File: src/rtl/register_bank.sv
// DEPTH x N register bank with per-entry valid bits, a live-entry counter and a registered read port.
// Optional `BANK_BYPASS_EN forwards same-cycle write data to a same-address read.
module register_bank #(
    parameter int N     = 32,
    parameter int DEPTH = 8,
    localparam int AW   = $clog2(DEPTH)
) (
    input  logic          clk,
    input  logic          reset,
    input  logic          wr_en,
    input  logic [AW-1:0] wr_addr,
    input  logic [N-1:0]  wr_data,
    input  logic          rd_en,
    input  logic [AW-1:0] rd_addr,
    input  logic          clear,
    output logic [N-1:0]  rd_data,
    output logic          rd_valid,
    output logic          rd_hit,
    output logic [AW:0]   count
);

    logic [N-1:0]     mem_q [DEPTH];
    logic [N-1:0]     mem_d [DEPTH];
    logic [DEPTH-1:0] valid_q, valid_d;
    logic [AW:0]      count_q, count_d;
    logic [N-1:0]     rd_data_q, rd_data_d;
    logic             rd_valid_q, rd_valid_d;
    logic             rd_hit_q, rd_hit_d;

    // Storage is not reset; only the valid bits define what the bank holds.
    always_comb begin
        mem_d = mem_q;
        if (wr_en) begin
            mem_d[wr_addr] = wr_data;
        end
    end

    // A clear in the same cycle as a write wipes everything else, so the write lands in an empty bank.
    always_comb begin
        valid_d = clear ? '0 : valid_q;
        count_d = clear ? '0 : count_q;
        if (wr_en) begin
            valid_d[wr_addr] = 1'b1;
            if (clear || !valid_q[wr_addr]) begin
                count_d = count_d + 1'b1;
            end
        end
    end

    // Read handshake: rd_en at edge T yields exactly one rd_valid pulse at T+1 with rd_data/rd_hit
    // taken from the state before edge T; there is no backpressure, and idle cycles hold data/hit.
    always_comb begin
        rd_valid_d = rd_en;
        rd_data_d  = rd_data_q;
        rd_hit_d   = rd_hit_q;
        if (rd_en) begin
            rd_hit_d  = valid_q[rd_addr];
            rd_data_d = valid_q[rd_addr] ? mem_q[rd_addr] : '0;
`ifdef BANK_BYPASS_EN
            if (wr_en && (wr_addr == rd_addr)) begin
                rd_hit_d  = 1'b1;
                rd_data_d = wr_data;
            end
`endif
        end
    end

    always_ff @(posedge clk) begin
        mem_q <= mem_d;
    end

    always_ff @(posedge clk) begin
        if (!reset) begin
            valid_q    <= '0;
            count_q    <= '0;
            rd_data_q  <= '0;
            rd_valid_q <= 1'b0;
            rd_hit_q   <= 1'b0;
        end else begin
            valid_q    <= valid_d;
            count_q    <= count_d;
            rd_data_q  <= rd_data_d;
            rd_valid_q <= rd_valid_d;
            rd_hit_q   <= rd_hit_d;
        end
    end

    assign rd_data  = rd_data_q;
    assign rd_valid = rd_valid_q;
    assign rd_hit   = rd_hit_q;
    assign count    = count_q;

endmodule

File: config.mk
export PLATFORM = sky130hd
export DESIGN_NAME = register_bank
export DESIGN_NICKNAME = d
export VERILOG_FILES = /design/src/rtl/register_bank.sv
export SDC_FILE = /design/constraint.sdc
export NUM_CORES = 1
export LEC_CHECK = 0
export CORE_AREA = 2 2 147 149
export CTS_CLUSTER_DIAMETER = 40
export DETAILED_ROUTE_END_ITERATION = 10
export DIE_AREA = 0 0 149 151
export GPL_TIMING_DRIVEN = 0
export PLACE_DENSITY = 0.71
export SLEW_MARGIN = 15
export SYNTH_ARGS = -nofsm -noshare
export SYNTH_HDL_FRONTEND = slang
export SYNTH_SLANG_ARGS = --single-unit
export TNS_END_PERCENT = 30
File: constraint.sdc
create_clock -name clk -period 6.11 [get_ports clk]
set_clock_uncertainty 0.05 [all_clocks]
set_input_delay 0.9165 -clock clk [delete_from_list [all_inputs] [get_ports clk]]
set_output_delay 0.9165 -clock clk [all_outputs]
set_load 0.1 [all_outputs]
Word-level counts from Yosys, hierarchy flattened
Index checks and enable logic that the tools add are counted.
{"block": "word_totals", "out_inout_bits": 38, "reg_bits": 302, "in_bits": 43}
{"block": "classes", "reduce_logical": 4, "mux": 18, "magnitude_cmp": 6, "addsub": 1, "bitwise_logic": 3}
{"cell": "$bwmux 256", "n": 1}
{"cell": "$mux 32", "n": 4}
{"cell": "$bmux 32 s3", "n": 1}
{"cell": "$demux 32 s3", "n": 1}
{"cell": "$mux 8", "n": 2}
{"cell": "$mux 4", "n": 3}
{"cell": "$ge 4x4->1 const B", "n": 2}
{"cell": "$lt 3x4->1 const B", "n": 2}
{"cell": "$not 3->4", "n": 2}
{"cell": "$or 8x8->8", "n": 1}
{"cell": "$bmux 1 s3", "n": 2}
{"cell": "$add 4x1->4 const B", "n": 1}
{"cell": "$lt 4x1->1 const B", "n": 1}
{"cell": "$demux 1 s3", "n": 1}
{"cell": "$ge 3x1->1 const B", "n": 1}
{"cell": "$mux 1", "n": 3}
{"cell": "$logic_and 1x1->1", "n": 2}
{"cell": "$logic_not 1->1", "n": 1}
{"cell": "$logic_or 1x1->1", "n": 1}

Longest topological paths before layout
Gate-level depths: netlist of the first run.
{"block": "depth", "word_depth": 6, "depth_mapped": 6, "depth_no_buf": 6}

Worst setup path before layout of the first run
OpenSTA, ideal clock, no wires.
{"block": "synth_timing", "kind": "input to register", "startpoint": "input wr_en", "endpoint": "register mem_q[192] in the netlist's numbering, enable pin", "path_stages": 3, "required_time_ps": 5596, "arrival_ps": 3542, "path_buffers": 1, "path_slack_ps": 2055, "cell_sequence": "clkbuf_1 -> nand2_1 -> nor3_1"}
{"element": "start: declaration", "line_no": "10", "rtl": "input logic wr_en,"}
{"element": "end signal: assignment", "line_no": "69", "rtl": "mem_q <= mem_d;"}
{"element": "end: declaration", "line_no": "22", "rtl": "logic [N-1:0] mem_q [DEPTH];"}

Worst setup path after layout of the first run
{"block": "layout_timing", "startpoint": "register rd_data_q[31] (netlist: rd_data[31])", "endpoint": "output rd_data[31]"}
{"element": "start: declaration", "line_no": "26", "rtl": "logic [N-1:0] rd_data_q, rd_data_d;"}
{"element": "start signal: assignment", "line_no": "82", "rtl": "rd_data_q <= rd_data_d;"}
{"element": "end: declaration", "line_no": "16", "rtl": "output logic [N-1:0] rd_data,"}
No word-level cell between the ends.

==> results.toml, run 1 <==
[critical_path]
start_kind = "flip-flop"
cp_top_family = "buffers and inverters"
r2r_cells = 5
cp_num_cells = 1
critPathKind = "reg2out"
path_buf_inv = 1
slowest_delay_ps = 1160
critPathSlowestCell = "clkdlybuf4s50_1"
crit_chain = "clkdlybuf4s50_1"
critPathMaxFanout = 2
arrival_ps = 2050
endpoint_kind = "primary output"
worstPathRequired_ps = 5140

[die]
rows = 53
core_area_um2 = 20800
fp.dieW_um = 149
start_util_pct = 54.2
pin_count = 81
dieArea_um2 = 22500
die_y_um = 151

[sta]
fmaxAchievable_ghz = 0.332
worst_pin_slew_ps = 985
relSlewSlack_pct = 34.1
post-route-min-period_ps = 3010
hold_ws_ps = 407
finalHoldViolations = 0
rsz0062_at_grt = "no"
timing.final.ws_setup_ps = 3100
fin_crit_sh_pct = 49.3
slew_viol_final = 0
setup-violations-final = 0

[clock_network]
ctsResizeCount = 0
cts_buffer_depth = 3
cts_buffers = 36
cts_sinks = 302
cts_hold_buf = 0
cts_setup_buffers = 0
clock_latency_ps = 500
htreeDepth = 2
clk_pin_slew_ps = 60
cts_tree = "built"
cts-root-buf = "clkbuf_16"

[outcome]
outcome = "completed"

[pwr]
comb_power_share_pct = 7.4
p_sw_mw = 1.02
p_leak_nw = 4.64
switching_share_pct = 22.2
p_int_mw = 3.58
power_per_cell_area_nw_per_um2 = 332
sequentialPowerShare_pct = 50.6
report.power.total_mw = 4.60
ir_drop_uv = 291
clkPwrFrac_pct = 42.0

[detailed_routing]
vias_per_cell = 5.75
via_count = 5722
wl_mm = 23.4
drcViolationCount = 0
drtPass1Iterations = 4
ant_nets = 0
drtIter0Drc = 506
wl_per_cell_um = 23.5

[yosys]
ys_top_cells_by_area = "edfxtp_1, mux4_2, dfxtp_1"
synth_nets = 606
netlist_instances = 562
ys_seq_elements = 302
async_flop_share_pct = 0
post-synth-top-count-cell = "edfxtp_1"
synth_ff_type = "edfxtp_1"
synth_cell_types = 29
ys_seq_area_share_pct = 76.2
synth_warnings = 0
synth_edf_count = 256
synth_commonest_cells = "edfxtp_1, mux4_2, dfxtp_1"
syn_area_per_cell_um2 = 20.1
synth_top_area_cell = "edfxtp_1"
synth.top_cell.area_share_pct = 68.1
synth_area_um2 = 11300

[run]
drv_cap = 0

[worst_hold_path]
whs_path_depth = 2
min_path_type = "reg2reg"

[global_route]
grt_antenna_before_repair = 1
grt_max_degree = 20
grt_pass1_wl_mm = 35.3
grt_pass1_vias = 6090
grt-ovfl-total = 0
grt_usage_pct = 21.6

[cells_and_area]
fillCellCount = 1381
nets = 737
layout-drive-gt1-share_pct = 21.7
areaGrowthSynthToFinish_pct = 22.5

[placed_design]
dp_hpwl_mm = 14.7
io_buffers = 77
gp_congestion = 0.780
place_worst_setup_slack_ps = 2850
-- metrics by stage --
stage	instance area (um^2)	utilization [%]	setup TNS, ps	std cells
after CTS	13800	66.4	0	994
after global routing	13800	66.5	0	995
after detailed placement	12700	61.2	0	930
after floorplan	11300	-	0	562
final	13800	66.5	0	995
after global placement	12400	59.6	-42980	914
-- cells in the final DEF (no fill, tap or decap), drive strengths merged --
cell type,n
a21o,1
a21oi,11
a22oi,1
a2bb2oi,1
and2,1
and3,1
buf,35
clkbuf,54
clkdlybuf4s50,77
clkinv,16
dfxtp,46
diode,1
edfxtp,256
ha,1
inv,5
mux2,1
mux2i,41
mux4,66
nand2,38
nand2b,4
nand3,3
nor2,17
nor2b,6
nor3,2
o2111ai,1
o21ai,33
or3,1
-- flip-flops by register name, indices dropped and copies added, names as in the netlist --
register,flops
rd_valid,1
count,4
mem_q,256
rd_hit,1
valid_q,8
rd_data,32
-- path summary, 6_finish.rpt --
check               from          end  slack [ps]
max          rd_data[31]  rd_data[31]        3100
min reg2reg   rd_data[5]   rd_data[5]         410
max reg2reg   valid_q[7]  rd_data[19]        4220
min           rd_data[5]   rd_data[5]         410
-- power by group through the flow --
| stage | sequential, mW | combinational [mW] | clock (mW) |
|---|---|---|---|
| after floorplan | 2.44 | 0.137 | 0 |
| after global placement | 2.37 | 0.317 | 0 |
| after detailed placement | 2.37 | 0.341 | 0 |
| after CTS | 2.33 | 0.343 | 1.97 |
| after global routing | 2.33 | 0.358 | 2.05 |
| final | 2.33 | 0.339 | 1.93 |
-- per-layer routing --
layer  share of wire [%]  routed length (um)  track usage, %
met1                  40                9320            26.7
met2                  52               12100            37.5
met3                 5.3                1250            5.09
met4                 2.8                 653            7.67
met5                   0                   0               0
-- logic make-up after synthesis --
group | Yosys count | synth area share [%]
AOI/OAI and AO/OA | 48 | 2.24
adders and majority gates | 1 | 0.111
buffers and inverters | 30 | 1.58
DFF | 302 | 76.2
muxes | 108 | 17.1
and+or+nand+nor | 73 | 2.77
-- final cells by class --
class | instances | area, um^2 | share of cell area (%)
Antenna cell | 1 | 2.50 | 0.0181
Buffer | 27 | 168 | 1.21
Clock buffer | 46 | 980 | 7.08
Clock inverter | 18 | 113 | 0.814
Inverter | 3 | 11.3 | 0.0814
Multi-Input combinational cell | 230 | 2560 | 18.5
Sequential cell | 302 | 8610 | 62.2
Tap cell | 275 | 344 | 2.49
Timing Repair Buffer | 93 | 1050 | 7.59
(Power assumes the default switching activity.)
==> run 2, diff against run 1 <==
==> constraint.sdc (replaced) <==
create_clock -name clk -period 3.05 [get_ports clk]
set_clock_uncertainty 0.05 [all_clocks]
set_input_delay 0.4575 -clock clk [delete_from_list [all_inputs] [get_ports clk]]
set_output_delay 0.4575 -clock clk [all_outputs]
set_load 0.1 [all_outputs]
==> results.toml, run 2 (synthesized netlist as in run 1, its figures left out) <==
[die]
dieArea_um2 = 22500
die_y_um = 151
start_util_pct = 54.2
pin_count = 81
core_area_um2 = 20800
fp.dieW_um = 149
rows = 53

[worst_hold_path]
min_path_type = "in2reg"
whs_path_depth = 3

[sta]
fmaxAchievable_ghz = 0.388
finalHoldViolations = 0
post-route-min-period_ps = 2580
fin_crit_sh_pct = 84.5
worst_pin_slew_ps = 986
relSlewSlack_pct = 34.0
slew_viol_final = 0
hold_ws_ps = 365
setup-violations-final = 0
rsz0062_at_grt = "no"

[cells_and_area]
layout-drive-gt1-share_pct = 22.3
final_cell_mix = "edfxtp_1, clkdlybuf4s50_1, mux4_2"
nets = 735
fin_cells = 996
final_common_cell = "edfxtp_1"
top_register = "mem_q"
fillCellCount = 1359
diodes = 0
largest_reg_flops = 256
final_core_util_pct = 67.4
fin_area_um2 = 14000
areaGrowthSynthToFinish_pct = 24.3

[critical_path]
worstPathRequired_ps = 2540
critPathSlowestCell = "clkdlybuf4s50_1"
r2r_cells = 5
startpoint = "rd_hit"
arrival_ps = 2070
path_buf_inv = 1
critPathMaxFanout = 2
cp_num_cells = 1
reg2reg_from = "valid_q[7]"
critical_path.endpoint = "rd_hit"
crit_chain = "clkdlybuf4s50_1"
cp_top_family = "buffers and inverters"
slowest_delay_ps = 1160
endpoint_kind = "primary output"
r2r-end = "rd_data[13]"
start_kind = "flip-flop"
critPathKind = "reg2out"
r2r_slack_ps = 1240

[clock_network]
cts-root-buf = "clkbuf_16"
cts_hold_buf = 0
cts_sinks = 302
clk_pin_slew_ps = 50
cts_tree = "built"
htreeDepth = 2
cts_buffers = 38
clock_latency_ps = 510
cts_buffer_depth = 3
cts_setup_buffers = 0
ctsResizeCount = 0

[pwr]
p_leak_nw = 4.72
power_per_cell_area_nw_per_um2 = 711
ir_drop_uv = 561

[placed_design]
place_inst = 926
dp_hpwl_mm = 14.2
placed_area_um2 = 12700
io_buffers = 77
gp_congestion = 0.739

[detailed_routing]
drcViolationCount = 0
via_count = 5778
ant_nets = 0
wl_mm = 23.4
vias_per_cell = 5.80
wl_per_cell_um = 23.5
drtPass1Iterations = 4
drtIter0Drc = 432

[global_route]
grt_usage_pct = 21.8
grt_antenna_before_repair = 0
grt_max_degree = 21
grt-ovfl-total = 0
grt_pass1_vias = 6159
grt_pass1_wl_mm = 35.9

[run]
drv_cap = 0

[outcome]
outcome = "completed"
run 2: cell types whose count changed in the layout (fill, tap and decap cells not counted), sizes merged:
cell,before,now
buf,35,31
diode,1,0
clkinvlp,0,3
clkinv,16,9
inv,5,6
clkbuf,54,57
bufinv,0,6
run 2: final cells by class:
cell class,count,area [um^2],share of cell area [%]
inverter,3,11.3,0.0802
sequential,302,8610,61.3
timing repair buffer,89,1000,7.13
buffer,27,168,1.19
multi-input combinational,230,2570,18.3
clock buffer,49,1060,7.52
tap,275,344,2.45
clock inverter,21,282,2.01
run 2: report_power, final:
part	internal, mW	switching, mW
combinational	0.260	0.417
sequential	4.62	0.0424
clock	2.98	1.67
run 2: through the flow:
| step | setup TNS [ps] | power (mW) | worst slack, ps |
|---|---|---|---|
| global route | 0 | 10.3 | 442 |
| floorplan | -17720 | 5.16 | -543 |
| finish | 0 | 9.99 | 472 |
| CTS | 0 | 10.1 | 468 |
| detailed placement | 0 | 5.42 | 133 |
| global placement | -442070 | 5.38 | -3330 |
run 2: layer usage:
metal  track usage [%]  wire, um  vias to the layer above  part of all wire, %
met2              37.7     12200                      217                   52
met1              28.5      9320                     2994                   40
met5                 0         0                        -                    0
met3              4.19      1510                       32                  6.4
met4              6.67       395                        0                  1.7
li1                  -         -                     2535                    -
run 2: how the worst min path moves through the flow:
stage,endpoint,slack [ps],startpoint
floorplan,valid_q[7],420,valid_q[7]
global placement,rd_data[9],380,rd_data[9]
detailed placement,rd_data[18],390,rd_data[18]
CTS,count[1],350,wr_en
global route,count[1],380,wr_en
finish,count[1],370,wr_en
==> run 3, diff against run 2 <==
--- a/config.mk
+++ b/config.mk
@@ -5,10 +5,10 @@
 export SDC_FILE = /design/constraint.sdc
 export NUM_CORES = 1
 export LEC_CHECK = 0
-export CORE_AREA = 2 2 147 149
+export CORE_AREA = 2 2 151 153
 export CTS_CLUSTER_DIAMETER = 40
 export DETAILED_ROUTE_END_ITERATION = 10
-export DIE_AREA = 0 0 149 151
+export DIE_AREA = 0 0 153 155
 export GPL_TIMING_DRIVEN = 0
 export PLACE_DENSITY = 0.71
 export SLEW_MARGIN = 15
==> constraint.sdc (replaced) <==
create_clock -name clk -period 2.2 [get_ports clk]
set_clock_uncertainty 0.05 [all_clocks]
set_input_delay 0.33 -clock clk [delete_from_list [all_inputs] [get_ports clk]]
set_output_delay 0.33 -clock clk [all_outputs]
set_load 0.1 [all_outputs]
==> results.toml, run 3 (synthesized netlist as in run 1, its figures left out) <==
[placed_design]
gp_congestion = 0.780
placed_area_um2 = 12700
io_buffers = 77
dp_hpwl_mm = 14.4

[detailed_routing]
wl_per_cell_um = 23.0
drtPass1Iterations = 5
vias_per_cell = 5.64
wl_mm = 23.1
drtIter0Drc = 327
ant_nets = 0
drcViolationCount = 0
via_count = 5666

[die]
die_y_um = 155
dieArea_um2 = 23700
rows = 55
fp.dieW_um = 153
pin_count = 81
core_area_um2 = 22200
start_util_pct = 50.8

[sta]
post-route-min-period_ps = 2150
setup-violations-final = 0
relSlewSlack_pct = 35.2
slew_viol_final = 0
fin_crit_sh_pct = 97.5
finalHoldViolations = 0
fmaxAchievable_ghz = 0.466
rsz0062_at_grt = "no"
worst_pin_slew_ps = 976

[clock_network]
cts_hold_buf = 0
htreeDepth = 2
clock_latency_ps = 510
cts_tree = "built"
cts-root-buf = "clkbuf_16"
cts_buffer_depth = 3
cts_buffers = 37
cts_setup_buffers = 0
cts_sinks = 302
clk_pin_slew_ps = 50

[outcome]
outcome = "completed"

[cells_and_area]
areaGrowthSynthToFinish_pct = 22.8
nets = 734
fin_area_um2 = 13900
top_register = "mem_q"
largest_reg_flops = 256
final_core_util_pct = 62.4
final_common_cell = "edfxtp_1"
fillCellCount = 1510
final_cell_mix = "edfxtp_1, mux4_2, dfxtp_1"
layout-drive-gt1-share_pct = 22.0

[pwr]
ir_drop_uv = 583
switching_share_pct = 22.3
p_int_mw = 10.1
clkPwrFrac_pct = 43.3
p_leak_nw = 4.81
power_per_cell_area_nw_per_um2 = 938
p_sw_mw = 2.90
sequentialPowerShare_pct = 49.7
report.power.total_mw = 13.0
comb_power_share_pct = 7.1

[critical_path]
slowest_delay_ps = 870
worstPathRequired_ps = 1820
endpoint_kind = "primary output"
crit_chain = "dlygate4sd2_1"
critPathMaxFanout = 2
critPathSlowestCell = "dlygate4sd2_1"
cp_top_family = "buffers and inverters"
start_kind = "flip-flop"
path_buf_inv = 1
critPathKind = "reg2out"
arrival_ps = 1770

[global_route]
grt_max_degree = 21
grt_pass1_wl_mm = 35.2
grt-ovfl-total = 0
grt_antenna_before_repair = 1
grt_pass1_vias = 6095
grt_usage_pct = 19.8

[worst_hold_path]
min_path_type = "in2reg"

[run]
drv_cap = 0
run 3: changes by cell type in the layout (fill, tap and decap cells not counted), sizes merged:
| cell | delta |
|---|---|
| bufinv | -6 |
| clkdlybuf4s15 | +1 |
| diode | +1 |
| clkbuf | -1 |
| dlygate4sd2 | +37 |
| clkdlybuf4s50 | -38 |
| clkinv | +5 |
run 3: timing repair:
action,CTS,global route
hold endpoints to repair,0,0
gates resized for setup,38,1
endpoints found under the setup margin,38,1
pin swaps,0,0
run 3: power groups by stage:
stage / Sequential (mW) / Clock (mW) / Combinational (mW)
2_1_floorplan: 6.78 / 0 / 0.380
3_3_place_gp: 6.57 / 0 / 0.888
3_5_place_dp: 6.58 / 0 / 0.949
4_1_cts: 6.46 / 5.74 / 0.933
5_1_grt: 6.47 / 5.96 / 0.977
6_report: 6.46 / 5.63 / 0.920
run 3: area by class of cell:
type                    instances  area (um^2)  area share (%)
plain buffers                  27          168            1.21
multi-input cells             230         2570            18.6
inverters                       3         11.3          0.0812
flip-flops and latches        302         8610            62.1
clock buffers                  48         1040            7.50
diodes                          1         2.50          0.0180
repair buffers                 89          982            7.08
clock inverters                20          125           0.902
well taps                     285          357            2.57
run 3: through the flow:
| step | worst slack, ps | TNS, ps | hold WS, ps | instances |
|---|---|---|---|---|
| after floorplan | -394 | -94020 | 379 | 562 |
| after global placement | -2270 | -571640 | 383 | 924 |
| after detailed placement | -343 | -44910 | 396 | 936 |
| after CTS | 26.6 | 0 | 180 | 1004 |
| after global routing | 18.4 | 0 | 201 | 1004 |
| final | 54.4 | 0 | 194 | 1005 |
run 3: path summary, 6_finish.rpt:
path	startpoint	end	slack, ps	cells past startpoint
hold reg to reg	rd_data[29]	rd_data[29]	400	2
setup / recovery	rd_data[0]	rd_data[0]	50	1
hold / removal	wr_en	count[1]	190	3
setup reg to reg	valid_q[7]	rd_data[22]	300	5
run 3: metal layers:
metal	vias to the layer above	GRT usage (%)	share of wire (%)
li1	2526	-	-
met1	2924	24.9	41
met2	183	35.3	52
met3	33	3.90	5.5
met4	0	5.95	1.8
met5	-	0	0
